<file path="config.mk">
export PLATFORM = sky130hd
export DESIGN_NAME = instruction_fetch
export DESIGN_NICKNAME = d
export VERILOG_FILES = /design/src/rtl/fetch_pkg.sv /design/src/rtl/fetch_queue.sv /design/src/rtl/instruction_fetch.sv
export SDC_FILE = /design/constraint.sdc
export NUM_CORES = 1
export LEC_CHECK = 0
export ABC_AREA = 1
export CORE_ASPECT_RATIO = 0.6
export CORE_MARGIN = 2
export CORE_UTILIZATION = 58
export CTS_BUF_LIST = sky130_fd_sc_hd__clkbuf_4 sky130_fd_sc_hd__clkbuf_8 sky130_fd_sc_hd__clkbuf_16
export CTS_CLUSTER_SIZE = 40
export DETAILED_ROUTE_END_ITERATION = 10
export GPL_TIMING_DRIVEN = 0
export PLACE_DENSITY = 0.94
export SLEW_MARGIN = 20
export SYNTH_ARGS = -nofsm -noshare
export SYNTH_HDL_FRONTEND = slang
export SYNTH_HIERARCHICAL = 1
export SYNTH_SLANG_ARGS = --single-unit
</file>
<file path="constraint.sdc">
create_clock -name clk -period 12.75 [get_ports clk]
set_clock_uncertainty 0.15 [all_clocks]
set_input_delay 2.55 -clock clk [delete_from_list [all_inputs] [get_ports clk]]
set_output_delay 2.55 -clock clk [all_outputs]
set_load 0.01 [all_outputs]
</file>
<file path="src/rtl/fetch_pkg.sv">
`default_nettype none
// ============================================================================
// Module  : fetch_pkg
// Brief   : Shared types and constants for the instruction fetch front end.
// Revision: 1.0 - initial release
// ============================================================================
package fetch_pkg;

    localparam int unsigned INSN_BYTES       = 4;
    localparam logic [31:0] DEFAULT_RESET_PC = 32'h0000_0000;

    typedef enum logic [0:0] {
        RUN   = 1'b0,
        DRAIN = 1'b1
    } fetch_state_t;

    typedef struct packed {
        logic [31:0] pc;
        logic [31:0] insn;
    } fetch_entry_t;

endpackage
`default_nettype wire

</file>
<file path="src/rtl/fetch_queue.sv">
`default_nettype none
// ============================================================================
// Module  : fetch_queue
// Brief   : Synchronous FIFO of fetched {pc, insn} entries with clear.
// Revision: 1.0 - initial release
// ============================================================================
module fetch_queue
    import fetch_pkg::*;
#(
    parameter int DEPTH = 2
) (
    input  logic                       clk,
    input  logic                       rst,
    input  logic                       i_push,
    input  fetch_entry_t               i_push_data,
    input  logic                       i_pop,
    input  logic                       i_clear,
    output logic [$clog2(DEPTH+1)-1:0] o_count,
    output logic                       o_empty,
    output fetch_entry_t               o_head
);

    localparam int c_ptr_w = (DEPTH > 1) ? $clog2(DEPTH) : 1;
    localparam int c_cnt_w = $clog2(DEPTH + 1);
    localparam logic [c_ptr_w-1:0] c_last = c_ptr_w'(DEPTH - 1);

    fetch_entry_t         r_mem [DEPTH];
    logic [c_ptr_w-1:0]   r_rd_ptr;
    logic [c_ptr_w-1:0]   r_wr_ptr;
    logic [c_cnt_w-1:0]   r_count;
    logic                 w_do_pop;
    logic                 w_do_push;

    function automatic logic [c_ptr_w-1:0] f_next(input logic [c_ptr_w-1:0] p);
        return (p == c_last) ? '0 : p + 1'b1;
    endfunction

    assign w_do_pop  = i_pop && (r_count != '0);
    // A push into a full queue is only legal when the head leaves in the same cycle.
    assign w_do_push = i_push && ((r_count != c_cnt_w'(DEPTH)) || w_do_pop);

    always_ff @(posedge clk) begin
        if (rst || i_clear) begin
            r_rd_ptr <= '0;
            r_wr_ptr <= '0;
            r_count  <= '0;
        end else begin
            if (w_do_push) r_wr_ptr <= f_next(r_wr_ptr);
            if (w_do_pop)  r_rd_ptr <= f_next(r_rd_ptr);
            if (w_do_push && !w_do_pop)      r_count <= r_count + 1'b1;
            else if (!w_do_push && w_do_pop) r_count <= r_count - 1'b1;
        end
    end

    always_ff @(posedge clk) begin
        if (w_do_push) r_mem[r_wr_ptr] <= i_push_data;
    end

    assign o_count = r_count;
    assign o_empty = (r_count == '0);
    assign o_head  = r_mem[r_rd_ptr];

endmodule
`default_nettype wire

</file>
<file path="src/rtl/instruction_fetch.sv">
`default_nettype none
// ============================================================================
// Module  : instruction_fetch
// Brief   : Fetch PC, credit-limited imem requests, response queue, redirect
//           squash. Optional misaligned-redirect fault: FETCH_MISALIGN_CHECK_EN.
// Revision: 1.0 - initial release
// ============================================================================
module instruction_fetch
    import fetch_pkg::*;
#(
    parameter logic [31:0] RESET_PC   = DEFAULT_RESET_PC,
    parameter int          FIFO_DEPTH = 2
) (
    input  logic        clk,
    input  logic        rst,
    output logic        imem_req_valid,
    input  logic        imem_req_ready,
    output logic [31:0] imem_req_addr,
    input  logic        imem_rsp_valid,
    input  logic [31:0] imem_rsp_data,
    input  logic        redirect_valid,
    input  logic [31:0] redirect_pc,
    input  logic        dec_ready,
    output logic        dec_en,
    output logic [31:0] instruction_code,
    output logic [31:0] instruction_pc,
    output logic        fetch_fault
);

    localparam int c_cnt_w = $clog2(FIFO_DEPTH + 1);

    fetch_state_t       r_state;
    fetch_state_t       w_state_next;
    logic [31:0]        r_fetch_pc;
    logic [31:0]        r_rsp_pc;
    logic [c_cnt_w-1:0] r_outstanding;
    logic [c_cnt_w-1:0] r_discard;
    logic [c_cnt_w-1:0] w_outstanding_next;
    logic [c_cnt_w-1:0] w_discard_next;
    logic [c_cnt_w-1:0] w_count;
    logic [c_cnt_w:0]   w_inflight;
    logic               w_empty;
    fetch_entry_t       w_head;
    fetch_entry_t       w_push_data;
    logic               w_fault;
    logic               w_credit_ok;
    logic               w_req_valid;
    logic               w_req_fire;
    logic               w_push;
    logic               w_pop;
    logic               w_dec_en;
    logic [31:0]        w_redirect_target;

`ifdef FETCH_MISALIGN_CHECK_EN
    logic r_fault;

    always_ff @(posedge clk) begin
        if (rst)                 r_fault <= 1'b0;
        else if (redirect_valid) r_fault <= |redirect_pc[1:0];
    end

    assign w_fault           = r_fault;
    assign w_redirect_target = redirect_pc;
`else
    assign w_fault           = 1'b0;
    assign w_redirect_target = redirect_pc & ~32'h0000_0003;
`endif

    // Queue entries plus in-flight requests must never exceed the queue size.
    assign w_inflight  = {1'b0, w_count} + {1'b0, r_outstanding};
    assign w_credit_ok = w_inflight < (c_cnt_w + 1)'(FIFO_DEPTH);

    assign w_req_valid = !rst && (r_state == RUN) && !redirect_valid && w_credit_ok && !w_fault;
    assign w_req_fire  = w_req_valid && imem_req_ready;
    assign w_push      = imem_rsp_valid && (r_discard == '0) && !redirect_valid;
    assign w_dec_en    = !rst && !w_empty;
    assign w_pop       = w_dec_en && dec_ready;
    assign w_push_data = '{pc: r_rsp_pc, insn: imem_rsp_data};

    assign w_outstanding_next = r_outstanding + c_cnt_w'(w_req_fire) - c_cnt_w'(imem_rsp_valid);

    always_comb begin
        w_state_next   = r_state;
        w_discard_next = r_discard;
        if (redirect_valid) begin
            // Everything still in flight after this cycle belongs to the old stream.
            w_discard_next = w_outstanding_next;
            w_state_next   = (w_outstanding_next != '0) ? DRAIN : RUN;
        end else begin
            if (imem_rsp_valid && (r_discard != '0)) w_discard_next = r_discard - 1'b1;
            if ((r_state == DRAIN) && (w_discard_next == '0)) w_state_next = RUN;
        end
    end

    always_ff @(posedge clk) begin
        if (rst) begin
            r_state       <= RUN;
            r_fetch_pc    <= RESET_PC;
            r_rsp_pc      <= RESET_PC;
            r_outstanding <= '0;
            r_discard     <= '0;
        end else begin
            r_state       <= w_state_next;
            r_outstanding <= w_outstanding_next;
            r_discard     <= w_discard_next;
            if (redirect_valid)  r_fetch_pc <= w_redirect_target;
            else if (w_req_fire) r_fetch_pc <= r_fetch_pc + 32'(INSN_BYTES);
            // Responses return in order, so the next kept one is always at r_rsp_pc.
            if (redirect_valid)  r_rsp_pc <= w_redirect_target;
            else if (w_push)     r_rsp_pc <= r_rsp_pc + 32'(INSN_BYTES);
        end
    end

    fetch_queue #(
        .DEPTH (FIFO_DEPTH)
    ) u_queue (
        .clk         (clk),
        .rst         (rst),
        .i_push      (w_push),
        .i_push_data (w_push_data),
        .i_pop       (w_pop),
        .i_clear     (redirect_valid),
        .o_count     (w_count),
        .o_empty     (w_empty),
        .o_head      (w_head)
    );

    assign imem_req_valid   = w_req_valid;
    assign imem_req_addr    = w_req_valid ? r_fetch_pc : 32'h0;
    assign dec_en           = w_dec_en;
    assign instruction_code = w_dec_en ? w_head.insn : 32'h0;
    assign instruction_pc   = w_dec_en ? w_head.pc : 32'h0;
    assign fetch_fault      = !rst && w_fault;

endmodule
`default_nettype wire
</file>
======== Word level (Yosys, flattened, before mapping) ========
Memories as Yosys holds them, arrays and structs flattened. A register that Yosys moved wholly into a read port is not among the register bits.
Index checks and enable logic that the tools add are counted.
W data, S select, Z words.
word-level totals
  memory bits (read-only) ................. 0
  input port bits ......................... 70
  register bits after elaboration ......... 73
  RAM bits ................................ 128
  word-level logic and storage cells ...... 77
  latch bits .............................. 0
  memories ................................ 1
  output and inout bits ................... 99
operators by class
  mux-type cells .......................... 21
  bitwise logic cells ..................... 1
  eq/ne operators ......................... 1
  divide/modulo/power cells ............... 0
  order comparisons ....................... 1
  multiply operators ...................... 0
  reduce and logical (&&, ||, !) cells .... 32
  shift-type cells ........................ 0
  $add $sub $neg .......................... 10
memories
  name           depth  bits a word  rd ports  clocked after memory_dff  wr ports  line               text
  u_queue.r_mem  2      64           1         1                         1         fetch_queue.sv:27  fetch_entry_t r_mem [DEPTH];
operators with widths
  operator                 count
  $mux W32                 7
  $add A32 B3 Y32 const B  2
  $logic_and A1 B1 Y1      14
  $reduce_bool A2 Y1       7
  $mux W2                  5
  $mux W1                  9
  $logic_not A2 Y1         3
  $logic_not A1 Y1         5
  $sub A2 B1 Y2 const B    2
  $add A2 B2 Y3            1
  $lt A3 B2 Y1 const B     1
  $add A1 B1 Y1 const B    2
  $add A2 B1 Y2            1
  $add A2 B1 Y2 const B    1
  $logic_or A1 B1 Y1       2
  $ne A2 B2 Y1 const B     1
  $reduce_or A2 Y1         1
  $sub A2 B1 Y2            1
  $not A1 Y1               1

======== Logic depth before layout (Yosys ltp) ========
Gate-level depths: netlist (run 1).
  word-level depth ........................ 11
  mapped depth ............................ 16
  depth with buffers taken out ............ 15

======== Modules after synthesis ========
The synthesis (run 1) kept the hierarchy.
modules (own cells, without submodules)
  module             instances  sequential area each (µm²)  area each (µm²)  cells each
  instruction_fetch  1          1301.2                      5210.0           937
  fetch_queue        1          3943.8                      5171.2           238

======== Worst setup path after synthesis (run 1) ========
OpenSTA, ideal clock, no wires.
  kind .................................... in2reg
  start ................................... input port rst
  end ..................................... memory u_queue/r_mem[0][0] in the netlist's numbering (enable)
  slack ................................... 5973 ps
  setup time .............................. 486 ps
  cell stages on the path ................. 9
  arrival ................................. 6141 ps
  required time ........................... 12114 ps
  cell sequence ........................... buf_2 > nor2_1 > inv_1 > buf_2 > nor2_1 > inv_1 > nand3_1 > nand2_1 > nor2_1
on the way
  cells in the longest elaborated chain, start to end .. 8
ends and longest elaborated chain
  what                           line                     text
  start: declaration             instruction_fetch.sv:15  input logic rst,
  $logic_not A1 Y1               -
  $logic_and A1 B1 Y1            instruction_fetch.sv:76  assign w_dec_en = !rst && !w_empty;
  net dec_en                     instruction_fetch.sv:24  output logic dec_en,
  $logic_and A1 B1 Y1            instruction_fetch.sv:77  assign w_pop = w_dec_en && dec_ready;
  net w_pop                      instruction_fetch.sv:50  logic w_pop;
  $logic_and A1 B1 Y1            fetch_queue.sv:38        assign w_do_pop = i_pop && (r_count != '0);
  $logic_or A1 B1 Y1             fetch_queue.sv:40        assign w_do_push = i_push && ((r_count != c_cnt_w'(DEPTH)) || w_do_pop);
  $logic_and A1 B1 Y1            fetch_queue.sv:40
  $mux W1                        fetch_queue.sv:56        if (w_do_push) r_mem[r_wr_ptr] <= i_push_data;
  $mux W1 (not written as such)  fetch_queue.sv:56
  end: declaration               fetch_queue.sv:27
The timed path passes the listed nets, and every way through them passes these cells.

======== Worst setup path after layout (run 1) ========
  start ................................... input port rst
  end ..................................... output port instruction_pc[11]
on the way
  cells in the longest elaborated chain, start to end .. 3
ends and longest elaborated chain
  what                 line                      text
  $logic_not A1 Y1     -
  $logic_and A1 B1 Y1  instruction_fetch.sv:76
  $mux W32             instruction_fetch.sv:132  assign instruction_pc = w_dec_en ? w_head.pc : 32'h0;
  end: declaration     instruction_fetch.sv:26   output logic [31:0] instruction_pc,
Every way passes these cells.

==> results.json, run 1 <==
{
  "outcome": "complete, no violations",
  "worst-r2r-cell-count": 8,
  "path_class": "input port to output pin",
  "crit_buf_inv": 6,
  "row_count": 37,
  "fill_cells": 1211,
  "tightest_slew_ns": 0.732,
  "setup_violations": 0,
  "synthMuxAreaShare": 0.0911,
  "critPathMaxFanout": 10,
  "crit_arrival_ns": 4.87,
  "max_stage_delay_ns": 0.54,
  "vias": 8960,
  "crit_start": "rst",
  "grt_overflow": 0,
  "yosys_register_bits": 198,
  "hpwl_mm": 21.6,
  "cts.clk_slew.worst_paths_ns": 0.08,
  "dieHeight_um": 108,
  "hold_viol": 0,
  "antenna_cells": 0,
  "grtUsageTotal": 0.316,
  "yosys_warnings": 6,
  "path_delay_family": "buffers and inverters",
  "slew_violations": 0,
  "nets": 1443,
  "start_kind": "input port",
  "avgSynthCellArea_sq_um": 8.84,
  "synthAdderAreaFrac": 0.00916,
  "cts_setup_buffers": 0,
  "drive_gt1_frac": 0.115,
  "cpMaxStageDelayCell": "clkdlybuf4s50_1",
  "rsz0062_at_grt": "no",
  "syn_inst": 1175,
  "vdd_ir_drop_max_uv": 86.6,
  "post-place-ws_ns": 5.24,
  "synth_area_sq_um": 10400,
  "slew_headroom": 0.511,
  "r2r_start": "r_discard[0]",
  "layout.cells.non_filler": 1613,
  "viasPerCell": 5.55,
  "grt_pass1_wl_mm": 45.5,
  "min_path_type": "register to register",
  "drt_iter0_drc": 1144,
  "place_congestion": 0.983,
  "crit_chain": "clkdlybuf4s50_1 -> buf_2 -> nor2_1 -> inv_1 -> buf_2 -> buf_1 -> nor2_1 -> clkdlybuf4s50_1",
  "drc": 0,
  "dr.pass1.iters": 7,
  "die_w_um": 177,
  "cellLeakagePower_nw": 5.19,
  "layout_common_cells": "243 x nand2_1, 185 x inv_1, 180 x nor2_1",
  "antenna_found_initial": 0,
  "fmax_ghz": 0.132,
  "wl_per_cell_um": 18.2,
  "grt_start_max_net_pins": 37,
  "power_mw": 1.49,
  "r2r_setup_slack_ns": 9.79,
  "detail-route-antenna-nets": 0,
  "io_pins": 169,
  "coreArea_sq_um": 17300,
  "power_density_nw_per_um2": 115,
  "tritoncts": "done",
  "clk_path_buf_depth": 2,
  "required_ns": 10.05,
  "yosysSeqAreaShare": 0.505,
  "end_kind": "output pin",
  "design_area_sq_um": 13000,
  "synth_compound_area_frac": 0.0620,
  "cp.depth": 8,
  "yosys.area_share.simple": 0.216,
  "cts_buffers": 17,
  "drt-total-wl_mm": 29.4,
  "areaGrowthSynthToFinish_pct": 25.0,
  "layout_min_cycle_time_ns": 7.57,
  "synth_cell_type_count": 41,
  "cts_sinks": 198,
  "postLayoutCoreUtil": 0.750,
  "holdPathStages": 2,
  "cts-root-buf": "clkbuf_16",
  "final.setup.tns_ns": 0,
  "clk_latency_ns": 0.44,
  "die_area_sq_um": 19000,
  "grt_pass1_vias": 8584,
  "max-cap-violations": 0,
  "synth_top_family_by_area": "simple AND/OR/NAND/NOR gates",
  "hold_buffers": 0,
  "synthXorXnorAreaFrac": 0.0177,
  "numPlacedInstances": 1581,
  "hp-start": "u_queue/r_rd_ptr",
  "portBuffers": 163,
  "rr_endpoint": "u_queue/r_mem[0][61]",
  "cts_max_level": 4,
  "mostFrequentLayoutCell": "nand2_1",
  "final.setup.worst_slack_ns": 5.18,
  "start_util": 0.600,
  "fin_hold_ws_ns": 0.364,
  "cts_resized": 0,
  "placed_area_sq_um": 12400,
  "fin_crit_sh": 0.593
}
[flip-flops by register name, indices dropped and copies added, names as in the netlist, named ones only]
signal and cells:
u_queue/r_wr_ptr 1, r_state 1, r_outstanding 2, u_queue/r_mem 128, u_queue/r_rd_ptr 1, r_rsp_pc 30
r_fetch_pc 30, r_discard 2, u_queue/o_count 2
[how the worst max path moves through the flow]
stage / end
floorplan: u_queue/r_mem[0][0]
global placement: u_queue/r_mem[0][60]
detailed placement: instruction_pc[11]
CTS: instruction_pc[19]
global route: instruction_pc[19]
finish: instruction_pc[11]
[synthesized netlist by cell type, drive strengths merged]
library cell	number	area, sq um
or2	2	12.5
nand2	249	960
nor3	3	15.0
ha	6	75.1
conb	1	3.75
o21bai	1	7.51
o31ai	2	15.0
o21ai	51	255
a21oi	51	255
nor2b	1	6.26
clkbuf	8	30.0
xor2	20	175
nor2	200	837
xnor2	1	8.76
clkinv	1	5.00
inv	189	709
nand3	62	315
and2	2	12.5
a31oi	14	87.6
dfxtp	70	1400
o211ai	2	15.0
edfxtp	128	3840
o21a	1	7.51
mux2	64	946
fa	1	20.0
nand4	11	83.8
buf	34	278
[cell type report]
type | instances | area, sq um | area share
clock buffers | 17 | 425 | 0.0328
multi-input cells | 751 | 4140 | 0.319
well taps | 234 | 293 | 0.0226
clock inverters | 15 | 149 | 0.0115
plain buffers | 42 | 308 | 0.0237
inverters | 190 | 717 | 0.0552
repair buffers | 166 | 1700 | 0.131
flip-flops and latches | 198 | 5250 | 0.404
[metal layers]
metal  routed length, um  track usage  vias to the layer above
met5                   0            0                        -
met4                 635       0.0933                        0
met3                3670       0.0830                       79
met2               12800        0.481                      561
met1               12300        0.446                     4179
li1                    -            -                     4141
[power by group]
| part | switching [mW] | internal [mW] | leakage (nW) |
|---|---|---|---|
| Clock | 0.271 | 0.262 | 0.283 |
| Combinational | 0.118 | 0.0902 | 3.15 |
| Sequential | 0.0280 | 0.720 | 1.76 |
[worst register-to-register path, delay by kind of cell, from the launching register on]
| family | cells | cell delay, ns |
|---|---|---|
| AND/OR/NAND/NOR | 4 | 1.23 |
| buffers and inverters | 3 | 0.75 |
| flip-flops | 1 | 0.31 |
| adder cells (fa/ha/maj) | 1 | 0.19 |
[kinds of logic (layout without fill, tap and decap cells)]
group	count (synthesis)	after routing
flops	198	198
simple gates	530	530
fa+ha+maj	7	7
other cells	1	7
mux	64	64
buf+inv	232	430
xor+xnor	21	21
compound gates	122	122
Power figures use the tool's default switching activity.
==> run 2: changes to the inputs <==
--- a/config.mk
+++ b/config.mk
@@ -8,12 +8,12 @@
 export ABC_AREA = 1
 export CORE_ASPECT_RATIO = 0.6
 export CORE_MARGIN = 2
-export CORE_UTILIZATION = 58
+export CORE_UTILIZATION = 49
 export CTS_BUF_LIST = sky130_fd_sc_hd__clkbuf_4 sky130_fd_sc_hd__clkbuf_8 sky130_fd_sc_hd__clkbuf_16
 export CTS_CLUSTER_SIZE = 40
 export DETAILED_ROUTE_END_ITERATION = 10
 export GPL_TIMING_DRIVEN = 0
-export PLACE_DENSITY = 0.94
+export PLACE_DENSITY = 0.85
 export SLEW_MARGIN = 20
 export SYNTH_ARGS = -nofsm -noshare
 export SYNTH_HDL_FRONTEND = slang
==> constraint.sdc (replaced) <==
create_clock -name clk -period 6.8 [get_ports clk]
set_clock_uncertainty 0.15 [all_clocks]
set_input_delay 1.36 -clock clk [delete_from_list [all_inputs] [get_ports clk]]
set_output_delay 1.36 -clock clk [all_outputs]
set_load 0.01 [all_outputs]
==> results.json, run 2 (same netlist as run 1, synthesis figures left out) <==
{
  "grt_overflow": 0,
  "vias": 8608,
  "slew_violations": 0,
  "cts-root-buf": "clkbuf_16",
  "layout_min_cycle_time_ns": 5.22,
  "nets": 1444,
  "r2r_setup_slack_ns": 3.85,
  "grt_start_max_net_pins": 38,
  "regMostFlops": "u_queue/r_mem",
  "cellLeakagePower_nw": 5.26,
  "min_path_type": "register to register",
  "fin_crit_sh": 0.767,
  "grt_pass1_vias": 7930,
  "power_mw": 2.99,
  "drive_gt1_frac": 0.117,
  "outcome": "complete, no violations",
  "cts_sinks": 198,
  "regArea_sq_um": 5250,
  "hpwl_mm": 21.0,
  "cts_resized": 0,
  "detail-route-antenna-nets": 0,
  "io_pins": 169,
  "multi_input_area_sq_um": 4140,
  "power_density_nw_per_um2": 227,
  "hold_viol": 0,
  "fill_cells": 1705,
  "numPlacedInstances": 1627,
  "largest_registers": "u_queue/r_mem x128, r_fetch_pc x30, r_rsp_pc x30",
  "layout.cells.non_filler": 1659,
  "cts_buffers": 17,
  "portBuffers": 163,
  "cts_max_level": 4,
  "mostFrequentLayoutCell": "nand2_1",
  "crit_arrival_ns": 3.71,
  "vdd_ir_drop_max_uv": 170,
  "drc": 0,
  "largest_reg_flops": 128,
  "start_kind": "input port",
  "tightest_slew_ns": 0.738,
  "hold_buffers": 0,
  "max-cap-violations": 0,
  "required_ns": 5.29,
  "fmax_ghz": 0.192,
  "areaGrowthSynthToFinish_pct": 26.9,
  "antenna_cells": 0,
  "place_congestion": 1.00,
  "slew_headroom": 0.508,
  "cts_setup_buffers": 0,
  "antenna_found_initial": 0,
  "grtUsageTotal": 0.257,
  "path_class": "input port to output pin",
  "coreArea_sq_um": 20900,
  "drt-total-wl_mm": 28.2,
  "fin_hold_ws_ns": 0.378,
  "final.setup.tns_ns": 0,
  "clk_latency_ns": 0.44,
  "layout_common_cells": "243 x nand2_1, 185 x inv_1, 180 x nor2_1",
  "critPathMaxFanout": 10,
  "die_w_um": 192,
  "rsz0062_at_grt": "no",
  "clk_path_buf_depth": 2,
  "dieHeight_um": 117,
  "die_area_sq_um": 22400,
  "row_count": 41,
  "tritoncts": "done",
  "drt_iter0_drc": 1015,
  "end_kind": "output pin",
  "grt_pass1_wl_mm": 43.0,
  "wl_per_cell_um": 17.0,
  "start_util": 0.497,
  "cts.clk_slew.worst_paths_ns": 0.07,
  "dr.pass1.iters": 7,
  "setup_violations": 0,
  "viasPerCell": 5.19
}
run 2: cell types whose count changed in the layout (fill, tap and decap cells not counted), sizes merged:
cell	before	now
bufinv	0	7
inv	198	193
clkbuf	25	26
clkinv	7	3
clkinvlp	0	1
buf	37	38
run 2: routing by layer:
metal / part of all wire / track usage
met5: 0 / 0
met4: 0.011 / 0.0605
met3: 0.11 / 0.0748
met2: 0.42 / 0.370
met1: 0.46 / 0.382
run 2: path summary, 6_finish.rpt:
| check | from | end | depth (start not counted) |
|---|---|---|---|
| max reg2reg | u_queue/o_count[1] | u_queue/r_mem[0][0] | 11 |
| min reg2reg | u_queue/r_rd_ptr | register | 2 |
| max | rst | instruction_code[13] | 8 |
| min | u_queue/r_rd_ptr | register | 2 |
run 2: worst max-delay path, stage by stage:
cell	delay, ns
clkdlybuf4s50_1	0.52
buf_2	0.24
nor2_1	0.12
inv_1	0.12
buf_2	0.34
buf_1	0.40
nor2_1	0.10
clkdlybuf4s50_1	0.51
run 2: final cells by class:
type,count,share of cell area
Clock buffer,18,0.0329
Sequential cell,198,0.398
Inverter,190,0.0544
Timing Repair Buffer,167,0.130
Tap cell,279,0.0265
Multi-Input combinational cell,751,0.314
Clock inverter,14,0.0203
Buffer,42,0.0234
run 2: power by group:
| group | switching, mW | internal, mW |
|---|---|---|
| logic | 0.217 | 0.171 |
| registers | 0.0516 | 1.35 |
| clock network | 0.464 | 0.737 |
run 2: per-stage QoR:
stage / instance area (sq um) / util / setup slack (ns)
6_report: 13200 / 0.631 / 1.58
5_1_grt: 13200 / 0.631 / 1.42
4_1_cts: 13200 / 0.631 / 1.57
3_5_place_dp: 12500 / 0.598 / 1.57
3_3_place_gp: 12400 / 0.593 / -1.13
2_1_floorplan: 10400 / - / 1.21
